**config.mk**
```make
export PLATFORM = sky130hd
export DESIGN_NAME = jtframe_sega6_pad
export DESIGN_NICKNAME = d
export VERILOG_FILES = /design/src/rtl/jtframe_sega_pkg.sv /design/src/rtl/jtframe_sega6_edge.sv /design/src/rtl/jtframe_sega6_pad.sv
export SDC_FILE = /design/constraint.sdc
export NUM_CORES = 1
export LEC_CHECK = 0
export ABC_AREA = 1
export BUFFER_PORTS_ARGS = -buffer_cell sky130_fd_sc_hd__buf_2
export CORE_UTILIZATION = 35
export CTS_BUF_LIST = sky130_fd_sc_hd__clkbuf_4
export CTS_CLUSTER_SIZE = 24
export DETAILED_ROUTE_END_ITERATION = 6
export PLACE_DENSITY = 0.61
export SETUP_SLACK_MARGIN = 0.2
export SLEW_MARGIN = 20
export SYNTH_ARGS = -nofsm -noshare
export SYNTH_HDL_FRONTEND = slang
export SYNTH_SLANG_ARGS = --single-unit
export TNS_END_PERCENT = 20
```
**constraint.sdc**
```tcl
create_clock -name clk -period 4.9 [get_ports clk]
set_input_delay 0 -clock clk [delete_from_list [all_inputs] [get_ports clk]]
set_output_delay 0 -clock clk [all_outputs]
set_load 0.005 [all_outputs]
```
**src/rtl/jtframe_sega_pkg.sv**
```systemverilog
// Shared constants and the phase-to-pin mapping for the Sega 6-button pad.
// The btn index constants are shared with the host-side reader.
package jtframe_sega_pkg;

    localparam int PAD_W = 6;
    localparam int BTN_W = 12;

    // TH phase counter values. Even phases are TH=1 and odd phases are TH=0.
    typedef logic [2:0] sega_ph_t;
    localparam sega_ph_t PH_IDLE  = 3'd0;
    localparam sega_ph_t PH_LO1   = 3'd1;
    localparam sega_ph_t PH_HI1   = 3'd2;
    localparam sega_ph_t PH_LO2   = 3'd3;
    localparam sega_ph_t PH_HI2   = 3'd4;
    localparam sega_ph_t PH_IDLO  = 3'd5;
    localparam sega_ph_t PH_EXTHI = 3'd6;
    localparam sega_ph_t PH_EXTLO = 3'd7;

    // Pad pin bit positions, named after their TH=1 meaning.
    // When TH=0, PAD_B carries A and PAD_C carries Start.
    localparam int PAD_UP    = 0;
    localparam int PAD_DOWN  = 1;
    localparam int PAD_LEFT  = 2;
    localparam int PAD_RIGHT = 3;
    localparam int PAD_B     = 4;
    localparam int PAD_C     = 5;

    // Button vector layout, pressed = 1.
    localparam int BTN_RIGHT = 0;
    localparam int BTN_LEFT  = 1;
    localparam int BTN_DOWN  = 2;
    localparam int BTN_UP    = 3;
    localparam int BTN_A     = 4;
    localparam int BTN_B     = 5;
    localparam int BTN_C     = 6;
    localparam int BTN_X     = 7;
    localparam int BTN_Y     = 8;
    localparam int BTN_Z     = 9;
    localparam int BTN_START = 10;
    localparam int BTN_MODE  = 11;

    // Active-low pin image for a given phase. A 3-button pad folds phases
    // 5 and 7 onto the plain TH=0 image and phase 6 onto the plain TH=1 image.
    function automatic logic [PAD_W-1:0] sega_pad_map(
        input sega_ph_t         ph,
        input logic [BTN_W-1:0] btn,
        input logic             six_btn
    );
        sega_ph_t         eff;
        logic [PAD_W-1:0] pins;
        eff  = ph;
        pins = '1;
        if (!six_btn) begin
            if (ph == PH_IDLO || ph == PH_EXTLO) begin
                eff = PH_LO1;
            end else if (ph == PH_EXTHI) begin
                eff = PH_IDLE;
            end
        end
        case (eff)
            PH_IDLE, PH_HI1, PH_HI2: begin
                pins[PAD_C]     = ~btn[BTN_C];
                pins[PAD_B]     = ~btn[BTN_B];
                pins[PAD_RIGHT] = ~btn[BTN_RIGHT];
                pins[PAD_LEFT]  = ~btn[BTN_LEFT];
                pins[PAD_DOWN]  = ~btn[BTN_DOWN];
                pins[PAD_UP]    = ~btn[BTN_UP];
            end
            PH_LO1, PH_LO2: begin
                // Left/Right pins are forced low: that is how a host detects a pad.
                pins[PAD_C]     = ~btn[BTN_START];
                pins[PAD_B]     = ~btn[BTN_A];
                pins[PAD_RIGHT] = 1'b0;
                pins[PAD_LEFT]  = 1'b0;
                pins[PAD_DOWN]  = ~btn[BTN_DOWN];
                pins[PAD_UP]    = ~btn[BTN_UP];
            end
            PH_IDLO: begin
                // All four direction pins low identifies a 6-button pad.
                pins[PAD_C]     = ~btn[BTN_START];
                pins[PAD_B]     = ~btn[BTN_A];
                pins[PAD_RIGHT] = 1'b0;
                pins[PAD_LEFT]  = 1'b0;
                pins[PAD_DOWN]  = 1'b0;
                pins[PAD_UP]    = 1'b0;
            end
            PH_EXTHI: begin
                pins[PAD_C]     = ~btn[BTN_C];
                pins[PAD_B]     = ~btn[BTN_B];
                pins[PAD_RIGHT] = ~btn[BTN_MODE];
                pins[PAD_LEFT]  = ~btn[BTN_X];
                pins[PAD_DOWN]  = ~btn[BTN_Y];
                pins[PAD_UP]    = ~btn[BTN_Z];
            end
            PH_EXTLO: begin
                pins[PAD_C]     = ~btn[BTN_START];
                pins[PAD_B]     = ~btn[BTN_A];
                pins[PAD_RIGHT] = 1'b1;
                pins[PAD_LEFT]  = 1'b1;
                pins[PAD_DOWN]  = 1'b1;
                pins[PAD_UP]    = 1'b1;
            end
            default: pins = '1;
        endcase
        return pins;
    endfunction

endpackage

```
**src/rtl/jtframe_sega6_edge.sv**
```systemverilog
// Two-flop synchroniser for the host TH strobe, with a one-cycle pulse on
// either edge and the synchronised TH level.
module jtframe_sega6_edge
    import jtframe_sega_pkg::*;
(
    input  logic clk,
    input  logic rst_n,
    input  logic i_sel,
    output logic o_edge,
    output logic o_th
);

    logic [1:0] r_sync;
    logic       r_sync_d;

    // Resynchronise TH and keep one delayed copy for edge detection. Flops
    // reset high so an idle (high) TH produces no edge after reset.
    always_ff @(posedge clk) begin
        if (!rst_n) begin
            r_sync   <= 2'b11;
            r_sync_d <= 1'b1;
        end else begin
            r_sync   <= {r_sync[0], i_sel};
            r_sync_d <= r_sync[1];
        end
    end

    assign o_edge = r_sync[1] ^ r_sync_d;
    assign o_th   = r_sync[1];

endmodule

```
**src/rtl/jtframe_sega6_pad.sv**
```systemverilog
// Device-side Mega Drive 6-button pad: tracks the host TH phase and drives
// the six active-low DB9 data pins from the joystick state.
module jtframe_sega6_pad
    import jtframe_sega_pkg::*;
#(
    parameter int CLK_KHZ    = 48000,
    parameter int TIMEOUT_US = 1500,
    parameter int SIX_BTN    = 1
) (
    input  logic             clk,
    input  logic             rst_n,
    input  logic             sel,
    input  logic [BTN_W-1:0] btn,
    output logic [PAD_W-1:0] pad,
    output logic             six_rd
);

    localparam int              TMAX   = CLK_KHZ * TIMEOUT_US / 1000;
    localparam int              TW     = $clog2(TMAX + 1);
    localparam logic [TW-1:0]   TMAX_V = TW'(TMAX);
    localparam logic            SIX_EN = (SIX_BTN != 0);

    logic             w_edge;
    logic             w_th;
    logic             w_tmax;
    logic [TW-1:0]    r_timer;
    logic [TW-1:0]    w_timer_next;
    sega_ph_t         r_ph;
    sega_ph_t         w_ph_next;
    logic [PAD_W-1:0] r_pad;
    logic             r_six_rd;

    jtframe_sega6_edge u_edge (
        .clk    (clk),
        .rst_n  (rst_n),
        .i_sel  (sel),
        .o_edge (w_edge),
        .o_th   (w_th)
    );

    assign w_tmax = (r_timer == TMAX_V);

    // Next phase and idle timer. A TH edge always advances the phase, even on
    // the cycle the timer saturates; a saturated timer re-arms the phase to
    // the start of a read sequence while keeping parity with the TH level.
    always_comb begin
        w_ph_next    = r_ph;
        w_timer_next = r_timer;
        if (w_edge) begin
            w_ph_next    = r_ph + 3'd1;
            w_timer_next = '0;
        end else if (w_tmax) begin
            w_ph_next    = {2'b00, ~w_th};
        end else begin
            w_timer_next = r_timer + 1'b1;
        end
    end

    // Phase/timer state and registered outputs. The pin image is built from
    // the next phase so a TH edge shows on the pins one cycle after detection.
    always_ff @(posedge clk) begin
        if (!rst_n) begin
            r_timer  <= '0;
            r_ph     <= PH_IDLE;
            r_pad    <= '1;
            r_six_rd <= 1'b0;
        end else begin
            r_timer  <= w_timer_next;
            r_ph     <= w_ph_next;
            r_pad    <= sega_pad_map(w_ph_next, btn, SIX_EN);
            r_six_rd <= SIX_EN && (w_ph_next == PH_EXTHI) && (r_ph != PH_EXTHI);
        end
    end

    assign pad    = r_pad;
    assign six_rd = r_six_rd;

endmodule
```
==> results by group, run 1 <==
Clock network
  • TritonCTS clock tree: built
  • Hold-fix buffers at CTS: 13
  • Clock sinks: 30
  • Clock Tree Root: clkbuf_4
  • Clock tree buffer depth: 2
  • Clock buffers created by TritonCTS: 5
  • Reg clk slew, reported paths: 100 ps
  • Skew-Pair Late Insertion Delay: 330 ps
  • Post-CTS Repair Setup Buffers: 0
  • # H-tree levels: 2
  • # resized after CTS: 0

Global route
  • Vias in the first global route: 1100
  • Met1 Use GR: 17.1%
  • Grt met2 use: 22.2%
  • Congestion Overflow GR: 0
  • Grt peak-use layer: met2
  • GRT Total Usage: 14.3%
  • Pin count of the biggest net entering global routing: 16
  • Routing usage on met3: 4.29%
  • First-pass GRT wire length: 4520 µm
  • Initial antenna violation count: 0

Placed design
  • HPWL after DPL: 1740 µm
  • Global placer's final weighted congestion: 0.800
  • Port bufs: 21
  • Place WS: 3030 ps

Critical path
  • WS Path Type: flop to flop
  • Worst Setup End Kind: flop
  • Setup crit start kind: flop
  • Worst R2R Setup Slack: 2450 ps
  • Critical Path, Cell by Cell: inv_1 -> ha_1 -> nand4_1 -> nor2_1 -> nand3_2 -> nand2_1 -> nand2_1 -> nand2_1 -> nand2_1 -> nand2_1 -> nand2_1 -> nand2_1 -> nand2_1 -> dlygate4sd3_1
  • R2r endpoint: pad[1]
  • Critical path's largest stage delay: 540 ps
  • CP Data Required Time: 5130 ps
  • Crit Path Max Fanout: 12
  • Crit path to: pad[1]
  • Crit path top cell by count: nand2_1
  • Critical Path AT: 2680 ps
  • Highest-delay cell along the critical path: dlygate4sd3_1
  • R2R depth: 14
  • R2r startpoint: r_timer[0]
  • Crit path launch: r_timer[0]

Die
  • Core box area: 3690 µm²
  • Die area: 4130 µm²
  • Initial core utilization: 36.8%
  • Die height: 64.3 µm
  • Die X: 64.3 µm
  • Total I/O pin count: 22
  • Row count: 22

Layout
  • Antenna Cells: 0
  • NumNets Final: 242
  • Fillers: 374
  • Layout area overhead: 26.1%
  • Layout cells sized above 1: 17.9%
  • Core Util, Final: 46.4%

Logic synthesis
  • Post-synth EDFFs: 0
  • Cells after Synth: 185
  • Syn Nets: 204
  • Synthesized flop and latch total: 30
  • Yosys synthesis warning count: 0
  • Synth async-reset ratio: 0%
  • Top FF cell, synth: dfxtp_1
  • Post-synthesis sequential area ratio: 44.3%
  • Avg Inst Size Synth: 7.33 µm²
  • Yosys cell types: 26
  • Synth Cell Area: 1360 µm²

Pwr
  • Net Sw Frac: 23.2%
  • LEAKAGE: 0.748 nW
  • Comb pwr share: 9.4%
  • Pint: 0.000381 W
  • Clock Power Share: 39.1%
  • Sequential share of power: 51.4%
  • Psw: 0.000115 W
  • Power per standard cell area: 290 nW/µm²
  • Total Power: 0.000497 W
  • Maximum vdd drop: 0.000158 V

Min path
  • Hold path depth: 3
  • Hold Crit Start: rst_n
  • Hold WC Path Type: primary input to flop

Detailed routing
  • Drt drc: 0
  • Vias: 1240
  • DR WL/cell: 9.18 µm
  • Antenna-violating nets left: 0
  • Initial DRC Count: 64
  • Vias per cell: 4.56
  • WL final: 2500 µm
  • Number of detailed-route iterations in the first pass: 4

STA
  • Worst slew pin tran: 803 ps
  • Unrepaired setup endpoints after global routing: false
  • Endpoints failing hold: 0
  • Clk_skew: 5.87 ps
  • Setup ws final: 2450 ps
  • Final setup vio count: 0
  • FMAX: 408 MHz
  • Minimum clock period: 2450 ps
  • TNS Setup: 0 ps
  • Final clock period utilization by the worst path: 50.0%
  • Slew HR: 46.3%
  • Slew Limit Fails: 0

Outcome
  • Outcome: finished, final reports clean

Run
  • # Max-Cap Violations: 0
[worst min path at each step]
| stage | endpoint |
|---|---|
| 2_1_floorplan | pad[4] |
| 3_3_place_gp | u_edge.r_sync[0] |
| 3_5_place_dp | u_edge.r_sync[0] |
| 4_1_cts | r_ph[0] |
| 5_1_grt | r_ph[0] |
| 6_report | r_ph[0] |
[per-stage QoR]
stage / instance area (µm²) / std cells / hold slack, ps
4_1_cts: 1710 / 272 / 78.7
3_3_place_gp: 1500 / 251 / 184
3_5_place_dp: 1500 / 251 / 188
6_report: 1710 / 272 / 68.7
5_1_grt: 1710 / 272 / 124
2_1_floorplan: 1360 / 185 / 96.2
[cells by family after synthesis]
group	Yosys count	share of synthesized area, %
AO/OA/AOI/OAI	40	15.0
flip-flops	30	44.3
AND/OR/NAND/NOR	80	26.6
XOR/XNOR	2	1.85
buffers and inverters	29	8.58
adder cells (fa/ha/maj)	4	3.69
[registers in the layout (all words and copies together), names as in the netlist]
register	flops
pad	6
r_ph	3
r_timer	17
six_rd	1
u_edge.r_sync	2
u_edge.r_sync_d	1
[critical path: cells and delay by family (launching register included)]
family | cells | cell delay, ps
and+or+nand+nor | 11 | 1220
buffers and inverters | 2 | 620
adders and majority gates | 1 | 150
DFF | 1 | 350
[area by class of cell]
class	instances	area, µm²	area share (%)
well taps	48	60.1	3.51
repair buffers	34	235	13.8
flip-flops and latches	30	601	35.1
clock buffers	5	37.5	2.19
inverters	26	97.6	5.71
clock inverters	3	40.0	2.34
multi-input cells	126	639	37.4
[per-layer routing]
metal	vias up	part of all wire, %
met5	-	0
met4	0	1.4
met3	4	3.6
met2	19	46
met1	542	49
li1	675	-
[cell usage after synthesis (all sizes together) (3+ instances only)]
library cell  count  area share (%)
a21oi            23             8.5
or2               5             2.3
o21ai            17             6.6
ha                4             3.7
inv              25             6.9
dfxtp            30              44
nand2            37              11
nand4             3             1.4
nor3              3             1.1
nand3             5             2.2
nor2             22             6.5
[power by group through the flow]
stage | combinational, W | clock (W) | sequential (W)
floorplan | 0.0000251 | 0 | 0.000261
global placement | 0.0000372 | 0 | 0.000261
detailed placement | 0.0000373 | 0 | 0.000261
CTS | 0.0000467 | 0.000200 | 0.000256
global route | 0.0000533 | 0.000214 | 0.000257
finish | 0.0000469 | 0.000194 | 0.000255
[placed cells by master (no fill, tap or decap)]
master / n
a21oi_1: 23
and3_1: 1
buf_2: 21
bufinv_16: 1
clkbuf_4: 5
clkinv_1: 1
clkinv_2: 2
dfxtp_1: 30
dlygate4sd3_1: 13
ha_1: 4
inv_1: 24
inv_2: 1
nand2_1: 35
nand2_2: 2
nand3_1: 4
nand3_2: 1
nand3b_1: 2
nand4_1: 3
nor2_1: 20
nor2_2: 2
nor3_1: 3
nor4_1: 2
o21ai_0: 14
o21ai_1: 2
o21ai_2: 1
or2_0: 2
or2_2: 3
xor2_1: 1
xor2_2: 1
No activity file was read; power rests on OpenSTA's default activity.
==> inputs of run 2 (changes only) <==
ABC_AREA = 0   (was 1)
clock period = 2.5 ns   (was 4.9 ns; I/O delays follow)
==> results by group, run 2 <==
Outcome
  • Outcome: finished, final reports clean

STA
  • Worst slew pin tran: 550 ps (-253 ps)
  • Endpoints failing hold: 0 (unchanged)
  • Minimum clock period: 2050 ps (-401 ps)
  • FMAX: 488 MHz (+20%)
  • Final clock period utilization by the worst path: 81.9% (+32 points)
  • TNS Setup: 0 ps (unchanged)
  • Slew Limit Fails: 0 (unchanged)
  • Min Hold Slack: 82.5 ps (+13.8 ps)
  • Final setup vio count: 0 (unchanged)
  • Unrepaired setup endpoints after global routing: false
  • Clk_skew: 16.1 ps (+10.3 ps)
  • Slew HR: 63.3% (+17 points)

Clock network
  • Clock tree buffer depth: 2 (unchanged)
  • Clock Tree Root: clkbuf_4
  • Reg clk slew, reported paths: 90 ps (about the same)
  • Clock buffers created by TritonCTS: 5 (unchanged)
  • Post-CTS Repair Setup Buffers: 0 (unchanged)
  • Skew-Pair Late Insertion Delay: 340 ps (about the same)
  • TritonCTS clock tree: built
  • # H-tree levels: 2 (unchanged)
  • Clock sinks: 30 (unchanged)

Logic synthesis
  • Post-synth EDFFs: 0 (unchanged)
  • Yosys cell types: 33 (+27%)
  • Synth async-reset ratio: 0% (unchanged)
  • Most numerous cell in the Yosys netlist: dfxtp_1
  • Yosys top cell area share: 42.1% (-2.2 points)
  • Syn Nets: 177 (-13%)
  • Synth area leader: dfxtp_1
  • Cells after Synth: 158 (-15%)
  • Post-synthesis sequential area ratio: 42.1% (-2.2 points)
  • Top FF cell, synth: dfxtp_1
  • Synth top cells by count: dfxtp_1, nor2_1, nand2_1
  • Avg Inst Size Synth: 9.03 µm² (+23%)
  • Largest cells by area after synthesis: dfxtp_1, xor2_1, nor2_1
  • Synth Cell Area: 1430 µm² (+5.2%)
  • Synthesized flop and latch total: 30 (unchanged)
  • Yosys synthesis warning count: 0 (unchanged)

Detailed routing
  • Antenna-violating nets left: 0 (unchanged)
  • Drt drc: 0 (unchanged)
  • Met3 WL post-DR: 107 µm (+20%)
  • M1 WL: 1360 µm (+11%)
  • Vias per cell: 5.12 (+12%)
  • Initial DRC Count: 38 (-41%)
  • Top sig layer: met4
  • Metal2 WL: 1380 µm (+20%)
  • DR WL/cell: 12.2 µm (+33%)
  • WL final: 2920 µm (+17%)
  • Vias: 1229 (-0.89%)
  • Number of detailed-route iterations in the first pass: 4 (unchanged)

Layout
  • Commonest non-fill, non-tap cell in the layout: dfxtp_1
  • Register area: 601 µm² (unchanged)
  • Area taken by multi-input logic gates: 759 µm² (+19%)
  • Antenna Cells: 0 (unchanged)
  • NumNets Final: 211 (-13%)
  • Fillers: 368 (-1.6%)
  • Layout cells sized above 1: 18.2% (+0.37 points)
  • Layout area overhead: 21.8%
  • Largest register FFs: 17 (unchanged)
  • Commonest cells after routing, fill and taps aside: dfxtp_1, buf_2, nor2_1
  • Top reg by flops: r_timer
  • Finished layout cell area: 1740 µm² (+1.6%)

Critical path
  • CP Data Required Time: 2730 ps (-2400 ps)
  • Critical path's largest stage delay: 370 ps (-170 ps)
  • Setup crit start kind: flop
  • Critical Path AT: 2280 ps (-400 ps)
  • Worst Setup End Kind: flop
  • Worst R2R Setup Slack: 450 ps (-2000 ps)
  • Crit Path Max Fanout: 7 (-5)
  • Critical Path, Cell by Cell: inv_1 -> ha_1 -> and4bb_2 -> and4_1 -> o31ai_4 -> nand3_1 -> a221o_1
  • Highest-delay cell along the critical path: dfxtp_1
  • WS Path Type: flop to flop

Die
  • Total I/O pin count: 22 (unchanged)
  • Core box area: 3770 µm² (+2.2%)
  • Die X: 65.8 µm (+2.5%)
  • Initial core utilization: 37.8% (+1.1 points)
  • Die height: 65.8 µm (+2.5%)
  • Row count: 22 (unchanged)
  • Die area: 4330 µm² (+5.0%)

Pwr
  • Power per standard cell area: 509 nW/µm² (+75%)
  • Comb pwr share: 10.5% (+1.1 points)
  • Psw: 0.000216 W (+88%)
  • Sequential share of power: 57.0% (+5.6 points)
  • Maximum vdd drop: 0.000254 V (+61%)
  • Net Sw Frac: 24.4% (+1.2 points)
  • LEAKAGE: 0.692 nW (-7.5%)
  • Clock Power Share: 32.4% (-6.7 points)
  • Pint: 0.000669 W (+75%)

Placed design
  • Post-DP Area: 1560 µm² (+3.5%)
  • HPWL after DPL: 1990 µm (+14%)
  • Global placer's final weighted congestion: 0.757 (-5.4%)
  • Port bufs: 21 (unchanged)

Global route
  • First-pass GRT wire length: 5150 µm (+14%)
  • GRT Total Usage: 16.0% (+1.7 points)
  • Congestion Overflow GR: 0 (unchanged)
  • Pin count of the biggest net entering global routing: 18 (+2)
  • Vias in the first global route: 1135 (+3.2%)
  • Initial antenna violation count: 0 (unchanged)

Run
  • # Max-Cap Violations: 0 (unchanged)

Min path
  • Hold WC Path Type: primary input to flop
[run 2: cell count changes after synthesis, sizes merged, moves of 4 or more]
cell,delta
nor2,-4
and4,+4
or2,-5
xor2,+10
a21oi,-16
o21ai,-13
a31oi,+4
inv,-17
nand2,-20
[run 2: cell type report]
class / count / area share [%]
multi-input combinational: 113 / 43.7
clock buffer: 7 / 3.02
tap: 48 / 3.46
sequential: 30 / 34.6
inverter: 8 / 1.73
timing repair buffer: 34 / 13.5
[run 2: repair_timing]
item | 4_1_cts | 5_1_grt
hold endpoints to repair | 9 | 0
gates resized for setup | 0 | 0
hold buffers | 13 | 0
[run 2: per-layer routing]
| metal | global-route usage (%) | vias to the layer above |
|---|---|---|
| li1 | - | 626 |
| met1 | 20.2 | 577 |
| met2 | 23.6 | 18 |
| met3 | 4.14 | 8 |
| met4 | 10.6 | 0 |
| met5 | 0 | - |
[run 2: cell families after synthesis]
| kind of cell | Yosys count | share of synthesized area, % |
|---|---|---|
| simple gates | 67 | 25.4 |
| flops | 30 | 42.1 |
| compound gates | 26 | 14.3 |
| xor+xnor | 15 | 9.21 |
| buf+inv | 15 | 4.65 |
| fa+ha+maj | 4 | 3.51 |
| mux | 1 | 0.789 |
[run 2: worst max-delay path: cells and delay by family (launching register included)]
kind	cells	cell delay, ps
AOI/OAI and AO/OA	2	670
and+or+nand+nor	3	640
DFF	1	370
adders and majority gates	1	190
buffers and inverters	1	70
[run 2: final timing paths]
check	start	to	cells past startpoint
min reg2reg	u_edge.r_sync[0]	u_edge.r_sync[1]	1
max reg2reg	r_timer[0]	pad[1]	7
min	btn[0]	pad[3]	4
max	r_timer[0]	pad[1]	7
[run 2: per-stage QoR]
step | utilization [%] | setup WS [ps] | power (W) | std cells
floorplan | - | 612 | 0.000563 | 158
global placement | 41.2 | 553 | 0.000589 | 220
detailed placement | 41.2 | 479 | 0.000592 | 220
CTS | 46.1 | 460 | 0.000893 | 240
global route | 46.1 | 301 | 0.000928 | 240
finish | 46.1 | 452 | 0.000885 | 240
[run 2: power by group through the flow]
stage,clock network [W],logic [W],registers [W]
final,0.000287,0.0000933,0.000505
after global routing,0.000317,0.000104,0.000507
after CTS,0.000296,0.0000930,0.000504
after detailed placement,0,0.0000773,0.000515
after global placement,0,0.0000747,0.000514
after floorplan,0,0.0000504,0.000513
